===== config.mk =====
export PLATFORM = sky130hd
export DESIGN_NAME = cactus_scheduler
export DESIGN_NICKNAME = d
export VERILOG_FILES = /design/src/rtl/cactus_scheduler.sv
export SDC_FILE = /design/constraint.sdc
export NUM_CORES = 1
export LEC_CHECK = 0
export BUFFER_PORTS_ARGS = -buffer_cell sky130_fd_sc_hd__buf_4
export CORE_ASPECT_RATIO = 0.6
export CORE_MARGIN = 4
export CORE_UTILIZATION = 50
export CTS_BUF_LIST = sky130_fd_sc_hd__clkbuf_8
export DETAILED_ROUTE_END_ITERATION = 8
export GPL_TIMING_DRIVEN = 0
export PLACE_DENSITY = 0.8
export SLEW_MARGIN = 20
export SYNTH_ARGS = -nofsm -noshare
export SYNTH_HDL_FRONTEND = slang
export SYNTH_SLANG_ARGS = --single-unit

===== constraint.sdc =====
create_clock -name clk -period 2.1 [get_ports clk]
set_input_delay 0.315 -clock clk [delete_from_list [all_inputs] [get_ports clk]]
set_output_delay 0.315 -clock clk [all_outputs]
set_load 0.005 [all_outputs]

===== src/rtl/cactus_scheduler.sv =====
// cactus_scheduler: paces obstacle spawns for the dino game.
// Counts frame ticks down from a gap, stirs the cactus LFSR for a fixed
// number of cycles, samples it to pick the obstacle kind and the next gap,
// then offers the obstacle to the renderer.
//
// Handshake: spawn_valid rises only in OFFER and, once high, stays high with
// spawn_kind frozen until a clock edge where spawn_valid & spawn_ready are
// both high (the transfer). The first valid cycle may transfer. The only way
// valid drops without a transfer is enable going low (or reset), which
// discards the offer.
//
// Reset asserts asynchronously; its release is expected to arrive already
// aligned to clk from the reset generator.
module cactus_scheduler #(
  parameter int MIN_GAP     = 16,
  parameter int STIR_CYCLES = 3,
  parameter int GAP_BITS    = 8
) (
  input  logic                clk,
  input  logic                sys_rst_n,
  input  logic                enable,
  input  logic                tick,
  input  logic [1:0]          level,
  input  logic [4:0]          rng_value,
  output logic                rng_step,
  output logic                spawn_valid,
  input  logic                spawn_ready,
  output logic [1:0]          spawn_kind,
  output logic [GAP_BITS-1:0] gap_cnt,
  output logic [2:0]          fsm_state
);

  typedef enum logic [2:0] {
    S_IDLE  = 3'd0,
    S_COUNT = 3'd1,
    S_STIR  = 3'd2,
    S_DRAW  = 3'd3,
    S_OFFER = 3'd4
  } state_t;

  localparam int STIR_W = (STIR_CYCLES > 1) ? $clog2(STIR_CYCLES) : 1;
  localparam logic [STIR_W-1:0]   STIR_LAST = STIR_W'(STIR_CYCLES - 1);
  localparam logic [GAP_BITS-1:0] MIN_GAP_V = GAP_BITS'(MIN_GAP);
  localparam logic [31:0]         GAP_MAX   = 32'((64'd1 << GAP_BITS) - 64'd1);

  state_t              state_q, state_d;
  logic [STIR_W-1:0]   stir_q, stir_d;
  logic [GAP_BITS-1:0] gap_q, gap_d;
  logic [GAP_BITS-1:0] cnt_q, cnt_d;
  logic [1:0]          kind_q, kind_d;
  logic                valid_q, valid_d;
  logic                step_q, step_d;

  logic [6:0]          scaled;
  logic [31:0]         gap_sum;
  logic [GAP_BITS-1:0] gap_sat;

  // Candidate gap from the current LFSR sample: lower levels spread gaps wider.
  always_comb begin
    scaled  = {3'b000, rng_value[3:0]} << (2'd3 - level);
    gap_sum = 32'(MIN_GAP) + 32'(scaled);
    gap_sat = (gap_sum > GAP_MAX) ? GAP_BITS'(GAP_MAX) : gap_sum[GAP_BITS-1:0];
  end

  // Next-state and next-output logic; every output is registered below.
  always_comb begin
    state_d = state_q;
    stir_d  = stir_q;
    gap_d   = gap_q;
    cnt_d   = cnt_q;
    kind_d  = kind_q;
    valid_d = valid_q;
    step_d  = step_q;
    if (!enable) begin
      // Abort from any state: drop any pending offer, rearm the first gap.
      state_d = S_IDLE;
      step_d  = 1'b0;
      valid_d = 1'b0;
      stir_d  = '0;
      cnt_d   = MIN_GAP_V;
    end else begin
      case (state_q)
        S_IDLE: begin
          state_d = S_COUNT;
          cnt_d   = MIN_GAP_V;
        end
        S_COUNT: begin
          if (tick) begin
            if (cnt_q == GAP_BITS'(1)) begin
              state_d = S_STIR;
              step_d  = 1'b1;
              stir_d  = '0;
            end else begin
              cnt_d = cnt_q - GAP_BITS'(1);
            end
          end
        end
        S_STIR: begin
          if (stir_q == STIR_LAST) begin
            state_d = S_DRAW;
            step_d  = 1'b0;
            stir_d  = '0;
          end else begin
            stir_d = stir_q + STIR_W'(1);
          end
        end
        S_DRAW: begin
          // An all-zero LFSR is a locked-up state; fall back to a plain spawn.
          if (rng_value == 5'd0) begin
            kind_d = 2'b00;
            gap_d  = MIN_GAP_V;
          end else begin
            kind_d = {rng_value[4], rng_value[0]};
            gap_d  = gap_sat;
          end
          valid_d = 1'b1;
          state_d = S_OFFER;
        end
        S_OFFER: begin
          if (valid_q && spawn_ready) begin
            valid_d = 1'b0;
            cnt_d   = gap_q;
            state_d = S_COUNT;
          end
        end
        default: state_d = S_IDLE;
      endcase
    end
  end

  // State and registered outputs.
  always_ff @(posedge clk or negedge sys_rst_n) begin
    if (!sys_rst_n) begin
      state_q <= S_IDLE;
      stir_q  <= '0;
      gap_q   <= '0;
      cnt_q   <= MIN_GAP_V;
      kind_q  <= 2'b00;
      valid_q <= 1'b0;
      step_q  <= 1'b0;
    end else begin
      state_q <= state_d;
      stir_q  <= stir_d;
      gap_q   <= gap_d;
      cnt_q   <= cnt_d;
      kind_q  <= kind_d;
      valid_q <= valid_d;
      step_q  <= step_d;
    end
  end

  assign rng_step    = step_q;
  assign spawn_valid = valid_q;
  assign spawn_kind  = kind_q;
  assign gap_cnt     = cnt_q;
  assign fsm_state   = state_q;

endmodule

Word-level counts from Yosys, hierarchy flattened
Index checks and enable logic that the tools add are counted.
- register bits after elaboration: 25
- memories: 0
- latch bits: 0
- bits of input ports: 12
- RAM bits: 0
- bits in read-only memories: 0
- output and inout port bits: 15
- word-level logic and storage cells: 63
- divide/modulo/power cells: 0
- $add $sub $neg: 4
- multipliers: 0
- mux-type cells: 27
- order comparisons: 1
- equal/unequal tests: 14
- reductions and logical operators: 9
- shift-type cells: 1
- bitwise logic cells: 0
- operators with widths (kind ; number):
    $mux W8 ; 6
    $pmux W8 S3 ; 1
    $mux W3 ; 5
    $ne A3 B3 Y1 const B ; 5
    $pmux W3 S5 ; 1
    $reduce_and A4 Y1 ; 3
    $mux W2 ; 5
    $add A5 B7 Y8 const A ; 1
    $eq A8 B1 Y1 const B ; 1
    $gt A8 B8 Y1 const B ; 1
    $sub A8 B1 Y8 const B ; 1
    $shl A4 B2 Y7 ; 1
    $eq A3 B2 Y1 const B ; 2
    $mux W1 ; 6
    $ne A3 B1 Y1 const B ; 2
    $logic_not A5 Y1 ; 1
    $ne A4 B1 Y1 const B ; 1
    $pmux W1 S2 ; 2
    $pmux W2 S2 ; 1
    $reduce_and A2 Y1 ; 2
    $eq A3 B1 Y1 const B ; 1
    $eq A3 B3 Y1 const B ; 1
    $logic_not A3 Y1 ; 1
    $reduce_and A3 Y1 ; 1
    4 further kinds ; 4

Logic depth before layout (Yosys ltp)
Gate-level depths: netlist (run 1).
- depth after elaboration: 6
- mapped depth: 6
- gate-level depth less buffers: 6

Worst setup path before layout (run 1)
OpenSTA, ideal clock, no wires.
- kind: reg2reg
- start: register cnt_q[1] (netlist: gap_cnt[1])
- end: register cnt_q[1] (netlist: gap_cnt[1])
- required time: 1.975 ns
- library setup time: 0.125 ns
- data arrival time: 1.609 ns
- buffers on the path: 0
- slack: 0.366 ns
- stages on the path, launching flop included: 7
- clock period less this slack: 1.734 ns
- cell sequence: dfrtp_1 -> inv_1 -> ha_1 -> nor3b_1 -> a21bo_2 -> a21oi_4 -> mux2_2
- cells in the longest elaborated chain, start to end: 5
- elaborated cells between the ends (all ways): 8
- those cells by class: 1 x add/sub; 2 x eq/ne; 4 x mux; 1 x reduce/logical
- ends and longest elaborated chain (item ; RTL line ; RTL):
    from (decl) ; 49 ; logic [GAP_BITS-1:0] cnt_q, cnt_d;
    from (signal assigned) ; 145 ; cnt_q <= cnt_d;
    $sub A8 B1 Y8 ; 94 ; cnt_d = cnt_q - GAP_BITS'(1);
    $mux W8 ; 89 ; if (cnt_q == GAP_BITS'(1)) begin
    $mux W8 ; 88 ; if (tick) begin
    $pmux W8 S3 ; 82 ; case (state_q)
    $mux W8 ; 74 ; if (!enable) begin
Parallel ways exist; a longest one is shown, timed or not. The select of a mux whose other input is x is not followed.
A chain may end at the register's enable or synchronous reset.

Worst setup path in the final report (run 1)
Same ends and word-level chain as after synthesis.

==> impl_metrics.toml, run 1 <==
[run_status]
status = "finished, final reports clean"

[global_routing]
grt_pass1_wl_um = 6327
antenna_found_initial = 0
overflow = 0
grt_pass1_vias = 1311
grt_usage = 0.2000
grt_max_degree = 26

[placement]
placed_area_mm2 = 0.001780
io_buffers = 24
dp_hpwl_um = 2741
dp_slack_ns = 0.2027
dpl.cell_count = 224
place.gp.congestion = 0.9226

[pwr]
pwr-share-clk = 0.233
sw_frac_of_total = 0.3375
p_switching_mw = 0.4457
power_frac_seq = 0.457
power_density_mw_per_mm2 = 717.5
ir_drop_mv = 0.3630
p_comb_frac = 0.310
leakagePower_nw = 0.8222
power_mw = 1.321
cellInternalPower_mw = 0.8749

[sta]
drv_slew = 0
finClkSkew_ns = 0.001616
post-route-min-period_ns = 1.949
setup_violations = 0
tightest_slew_ns = 0.6070
rsz0062_at_grt = "no"
min_period_over_period = 0.9282
setup_ws_ns = 0.1507
tns_ns = 0
timing.hold.ws_ns = 0.2909
maxSlewHeadroom = 0.5920
clock.fmax_ghz = 0.5130
hold_viol = 0

[critical_path]
crit_arrival_ns = 2.12
startpoint_type = "register"
worst_ep_required_time_ns = 2.27
setup.worst_path.class = "register to register"
end_kind = "register"
worstRegToRegCells = 6
r2r_start = "gap_cnt[1]$_DFFE_PN0P_"
crit_fanout = 7
reg2reg_slack_ns = 0.15
r2r-end = "gap_cnt[1]$_DFFE_PN0P_"

[yosys]
synth_top_cell_area_share = 0.3880
ys_top_cells_by_count = "dfrtp_1 (24), nand2_1 (16), a21oi_1 (12)"
synth_cell_types = 53
synth_edf_count = 0
synth_area_leaders = "dfrtp_1 (39%), mux2_2 (4.4%), a21oi_1 (3.9%)"
yosysWarnings = 0
yosys.area.top_type = "dfrtp_1"
postSynthAreaPerCell_um2 = 9.796
seq_area_frac_synth = 0.4050
synthArstFlopShare = 1.000
ys.flop_type = "dfrtp_1"
netlist_area_mm2 = 0.001548
syn_nets = 173
ys_ff_latch = 25
synthCells = 158
yosysMostFrequentCell = "dfrtp_1"

[clock_tree]
cts_buffers = 3
clkTransAtPathRegs_ns = 0.09
cts_buffer_depth = 2
cts_resized = 0
cts-htree-levels = 1
root_buffer = "clkbuf_8"
clkLatencyLatePin_ns = 0.27
cts.sinks = 25
cts_tree = "built"
post-cts-setup-buffers = 0

[drt]
dr.pass1.iters = 5
dr_total_vias = 1384
vias_per_cell = 6.044
routedWlPerCell_um = 16.45
drt_iter0_markers = 185
drc_errors = 0
wl_um = 3766
ant_nets = 0

[min_path]
hold_path.class = "input port to register"
holdCritStartpoint = "rng_value[4]"
holdPathStages = 2
whs_endpoint = "spawn_kind[1]$_DFFE_PN0P_"

[die]
fp.dieH_um = 51.10
start_util = 0.5320
ios = 27
core_area_mm2 = 0.002909
die_area_mm2 = 0.004079
rows = 15
dieWidth_um = 79.83

[cells_and_area]
antenna_cells = 0
post-route-util = 0.6327
finalNetCount = 203
drive_above_1_share = 0.2727
fin_cells = 229
area_growth_pct = 18.92
stdcell_area_mm2 = 0.001841

[run]
maxCapViolCount = 0
flip-flops by register name, indices dropped and copies added, names as in the netlist:
signal,flops
spawn_kind,2
gap_q,8
rng_step,1
fsm_state,3
spawn_valid,1
stir_q,2
gap_cnt,8
cells in the final DEF, fill, tap and decap left out, types with 2 or more instances in the layout:
cell type  netlist  final
buf_4            0     24
clkbuf_1         3      3
a32oi_1          3      3
nor3_1           3      3
dfrtp_1         24     24
a32o_1           3      3
nand4b_1         2      2
or3_1            2      2
nor2_1           7      7
nand3_1          6      6
a211oi_1         3      3
clkbuf_8         2      5
and4bb_2         2      2
ha_1             3      3
o21ai_0         10     10
a21boi_0         2      2
nor3b_1          2      2
mux2_2           6      6
a21oi_1         12     12
nand2_1         16     16
nor2b_1          2      2
inv_1            8      8
o32ai_1          2      2
and3_1           2      2
nor3b_2          2      2
a22o_1           3      3
worst max-delay path by stage:
| stage | start | endpoint |
|---|---|---|
| after floorplan | gap_cnt[1]$_DFFE_PN0P_ | gap_cnt[1]$_DFFE_PN0P_ |
| after CTS | gap_cnt[1]$_DFFE_PN0P_ | gap_cnt[1]$_DFFE_PN0P_ |
| after detailed placement | gap_cnt[1]$_DFFE_PN0P_ | gap_cnt[1]$_DFFE_PN0P_ |
| after global routing | gap_cnt[1]$_DFFE_PN0P_ | gap_cnt[3]$_DFFE_PN0P_ |
| after global placement | gap_cnt[1]$_DFFE_PN0P_ | gap_cnt[1]$_DFFE_PN0P_ |
| final | gap_cnt[1]$_DFFE_PN0P_ | gap_cnt[1]$_DFFE_PN0P_ |
critical path: stages, from the launching register on:
cell,delay (ns)
dfrtp_1,0.48
inv_1,0.10
ha_1,0.19
nor3b_1,0.18
a21bo_2,0.27
a21oi_4,0.26
mux2_2,0.37
logic make-up (layout without fill, tap and decap cells):
kind of cell / after synthesis / count (layout) / share of synthesized area
xor gates and xnor gates: 1 / 1 / 0.005660
and+or+nand+nor: 56 / 56 / 0.2207
buffers and inverters: 16 / 45 / 0.05902
muxes: 7 / 7 / 0.05012
AOI/OAI and AO/OA: 50 / 50 / 0.2353
adders and majority gates: 3 / 3 / 0.02425
DFF: 25 / 25 / 0.4050
what timing repair did:
action	in CTS	in global routing
setup endpoints to repair	0	0
hold buffers	1	0
hold endpoints to repair	24	0
layer usage:
layer  vias up  part of all wire  GRT usage
met1       652              0.46     0.2925
met2        68              0.45     0.3075
li1        656                 -          -
met3         8             0.080    0.03697
met5         -                 0          0
met4         0            0.0082    0.04775
cell type report:
cell class / instances / area (um^2)
Multi-Input combinational cell: 117 / 829.5
Tap cell: 42 / 52.55
Buffer: 7 / 57.56
Timing Repair Buffer: 25 / 190.2
Sequential cell: 25 / 626.9
Clock inverter: 1 / 8.758
Clock buffer: 3 / 41.29
Fill cell: 254 / 1069
Inverter: 9 / 33.78
power by group through the flow:
stage,Sequential [mW],Combinational [mW],Clock (mW)
global route,0.610,0.447,0.334
global placement,0.605,0.381,0
detailed placement,0.610,0.396,0
finish,0.603,0.409,0.308
CTS,0.601,0.404,0.315
floorplan,0.599,0.250,0
Power figures use the tool's default switching activity.
==> inputs of run 2 (changes only) <==
- CORE_ASPECT_RATIO: 0.6 -> 1.75
==> run 2 against run 1 <==
Register-to-register slack lost 0.04 ns. Non-clock buffer count is the same. Critical path depth is the same. Sequential power is essentially flat. Clock skew grew 0.0017 ns. Die area grew 0.14%.
==> impl_metrics.toml, run 2 (synthesis gave the netlist of run 1 again) <==
[run_status]
status = "finished, final reports clean"

[cells_and_area]
finalNetCount = 203
ff_latch_area_um2 = 626.9
area_growth_pct = 18.59
post-route-util = 0.6200
layout_common_cells = "dfrtp_1 (24), buf_4 (24), nand2_1 (16)"
drive_above_1_share = 0.2674
antenna_cells = 0
fin_cells = 229
stdcell_area_mm2 = 0.001836
multi_input_area_um2 = 829.5
fill_cells = 264

[sta]
maxSlewHeadroom = 0.5899
drv_slew = 0
min_period_over_period = 0.9491
finClkSkew_ns = 0.003329
tightest_slew_ns = 0.6125
timing.hold.ws_ns = 0.2846
rsz0062_at_grt = "no"
post-route-min-period_ns = 1.993
setup_violations = 0
tns_ns = 0
hold_viol = 0
setup_ws_ns = 0.1068
clock.fmax_ghz = 0.5017

[critical_path]
r2r_start = "gap_cnt[1]$_DFFE_PN0P_"
cp-startpoint = "gap_cnt[1]$_DFFE_PN0P_"
crit_fanout = 7
r2r-end = "gap_cnt[3]$_DFFE_PN0P_"
worstRegToRegCells = 6
crit_arrival_ns = 2.16
worst_ep_required_time_ns = 2.26
setup.worst_path.class = "register to register"
reg2reg_slack_ns = 0.11
path_cells = "inv_1 -> ha_1 -> nor3b_1 -> a21bo_2 -> a21oi_4 -> mux2_2"
critPathSlowestCell = "nor3b_1"
end_kind = "register"
max_stage_delay_ns = 0.50
startpoint_type = "register"

[placement]
dp_hpwl_um = 2769
placed_area_mm2 = 0.001780
io_buffers = 24
dp_slack_ns = 0.2242
place.gp.congestion = 0.8998
dpl.cell_count = 224

[clock_tree]
cts.sinks = 25
clkLatencyLatePin_ns = 0.27
cts-htree-levels = 1
clkTransAtPathRegs_ns = 0.09
cts_tree = "built"
cts_buffer_depth = 2
cts_buffers = 3
root_buffer = "clkbuf_8"

[die]
fp.dieH_um = 81.60
dieWidth_um = 50.06
core_area_mm2 = 0.002960
rows = 26
ios = 27
start_util = 0.5228
die_area_mm2 = 0.004084

[global_routing]
grt_pass1_vias = 1356
overflow = 0
antenna_found_initial = 0
grt_usage = 0.1963
grt_max_degree = 26
grt_pass1_wl_um = 6341

[drt]
ant_nets = 0
wl_um = 3620
drc_errors = 0
routedWlPerCell_um = 15.81
vias_per_cell = 5.891
drt_iter0_markers = 62
dr_total_vias = 1349
dr.pass1.iters = 4

[run]
maxCapViolCount = 0

[min_path]
hold_path.class = "input port to register"
holdCritStartpoint = "rng_value[4]"
holdPathStages = 2
whs_endpoint = "spawn_kind[1]$_DFFE_PN0P_"

[pwr]
ir_drop_mv = 0.4154
power_density_mw_per_mm2 = 699.1
leakagePower_nw = 0.8229
power_mw = 1.283
## run 2: cell counts in the layout (fill, tap and decap cells not counted)
Identical to the previous run, type by type.
## run 2: how the worst max path moves through the flow
stage / slack, ns / depth (start not counted) / end
2_1_floorplan: 0.37 / 6 / gap_cnt[1]$_DFFE_PN0P_
3_3_place_gp: 0.21 / 6 / gap_cnt[1]$_DFFE_PN0P_
3_5_place_dp: 0.22 / 6 / gap_cnt[3]$_DFFE_PN0P_
4_1_cts: 0.19 / 6 / gap_cnt[3]$_DFFE_PN0P_
5_1_grt: 0.02 / 6 / gap_cnt[3]$_DFFE_PN0P_
6_report: 0.11 / 6 / gap_cnt[3]$_DFFE_PN0P_
## run 2: routing by layer
layer  GRT usage  part of all wire  wire (um)  vias to the layer above
li1            -                 -          -                      654
met1      0.2229              0.39       1403                      660
met2      0.3796              0.57       2051                       31
met3     0.01633             0.035        128                        4
met4     0.05817            0.0099         36                        0
met5           0                 0          0                        -
## run 2: layout make-up
type,instances,area share
repair buffers,25,0.1036
plain buffers,7,0.03136
clock buffers,3,0.02249
clock inverters,1,0.002045
well taps,42,0.02863
multi-input cells,117,0.4519
flip-flops and latches,25,0.3415
inverters,9,0.01840
## run 2: what timing repair did
| action | in CTS | in global routing |
|---|---|---|
| resized for setup | 0 | 0 |
| hold buffers | 1 | 0 |
| buffers inserted | 0 | 0 |
| endpoints found under the hold margin | 24 | 0 |
## run 2: worst max-delay path: cells and delay by family, from the launching register on
kind,cells,cell delay (ns)
flops,1,0.46
mux,1,0.29
compound gates,2,0.39
simple gates,1,0.50
fa+ha+maj,1,0.14
buf+inv,1,0.11
## run 2: power breakdown
| part | switching (mW) | leakage (nW) | internal [mW] |
|---|---|---|---|
| registers | 0.0704 | 0.334 | 0.533 |
| logic | 0.193 | 0.462 | 0.199 |
| clock network | 0.156 | 0.0269 | 0.131 |
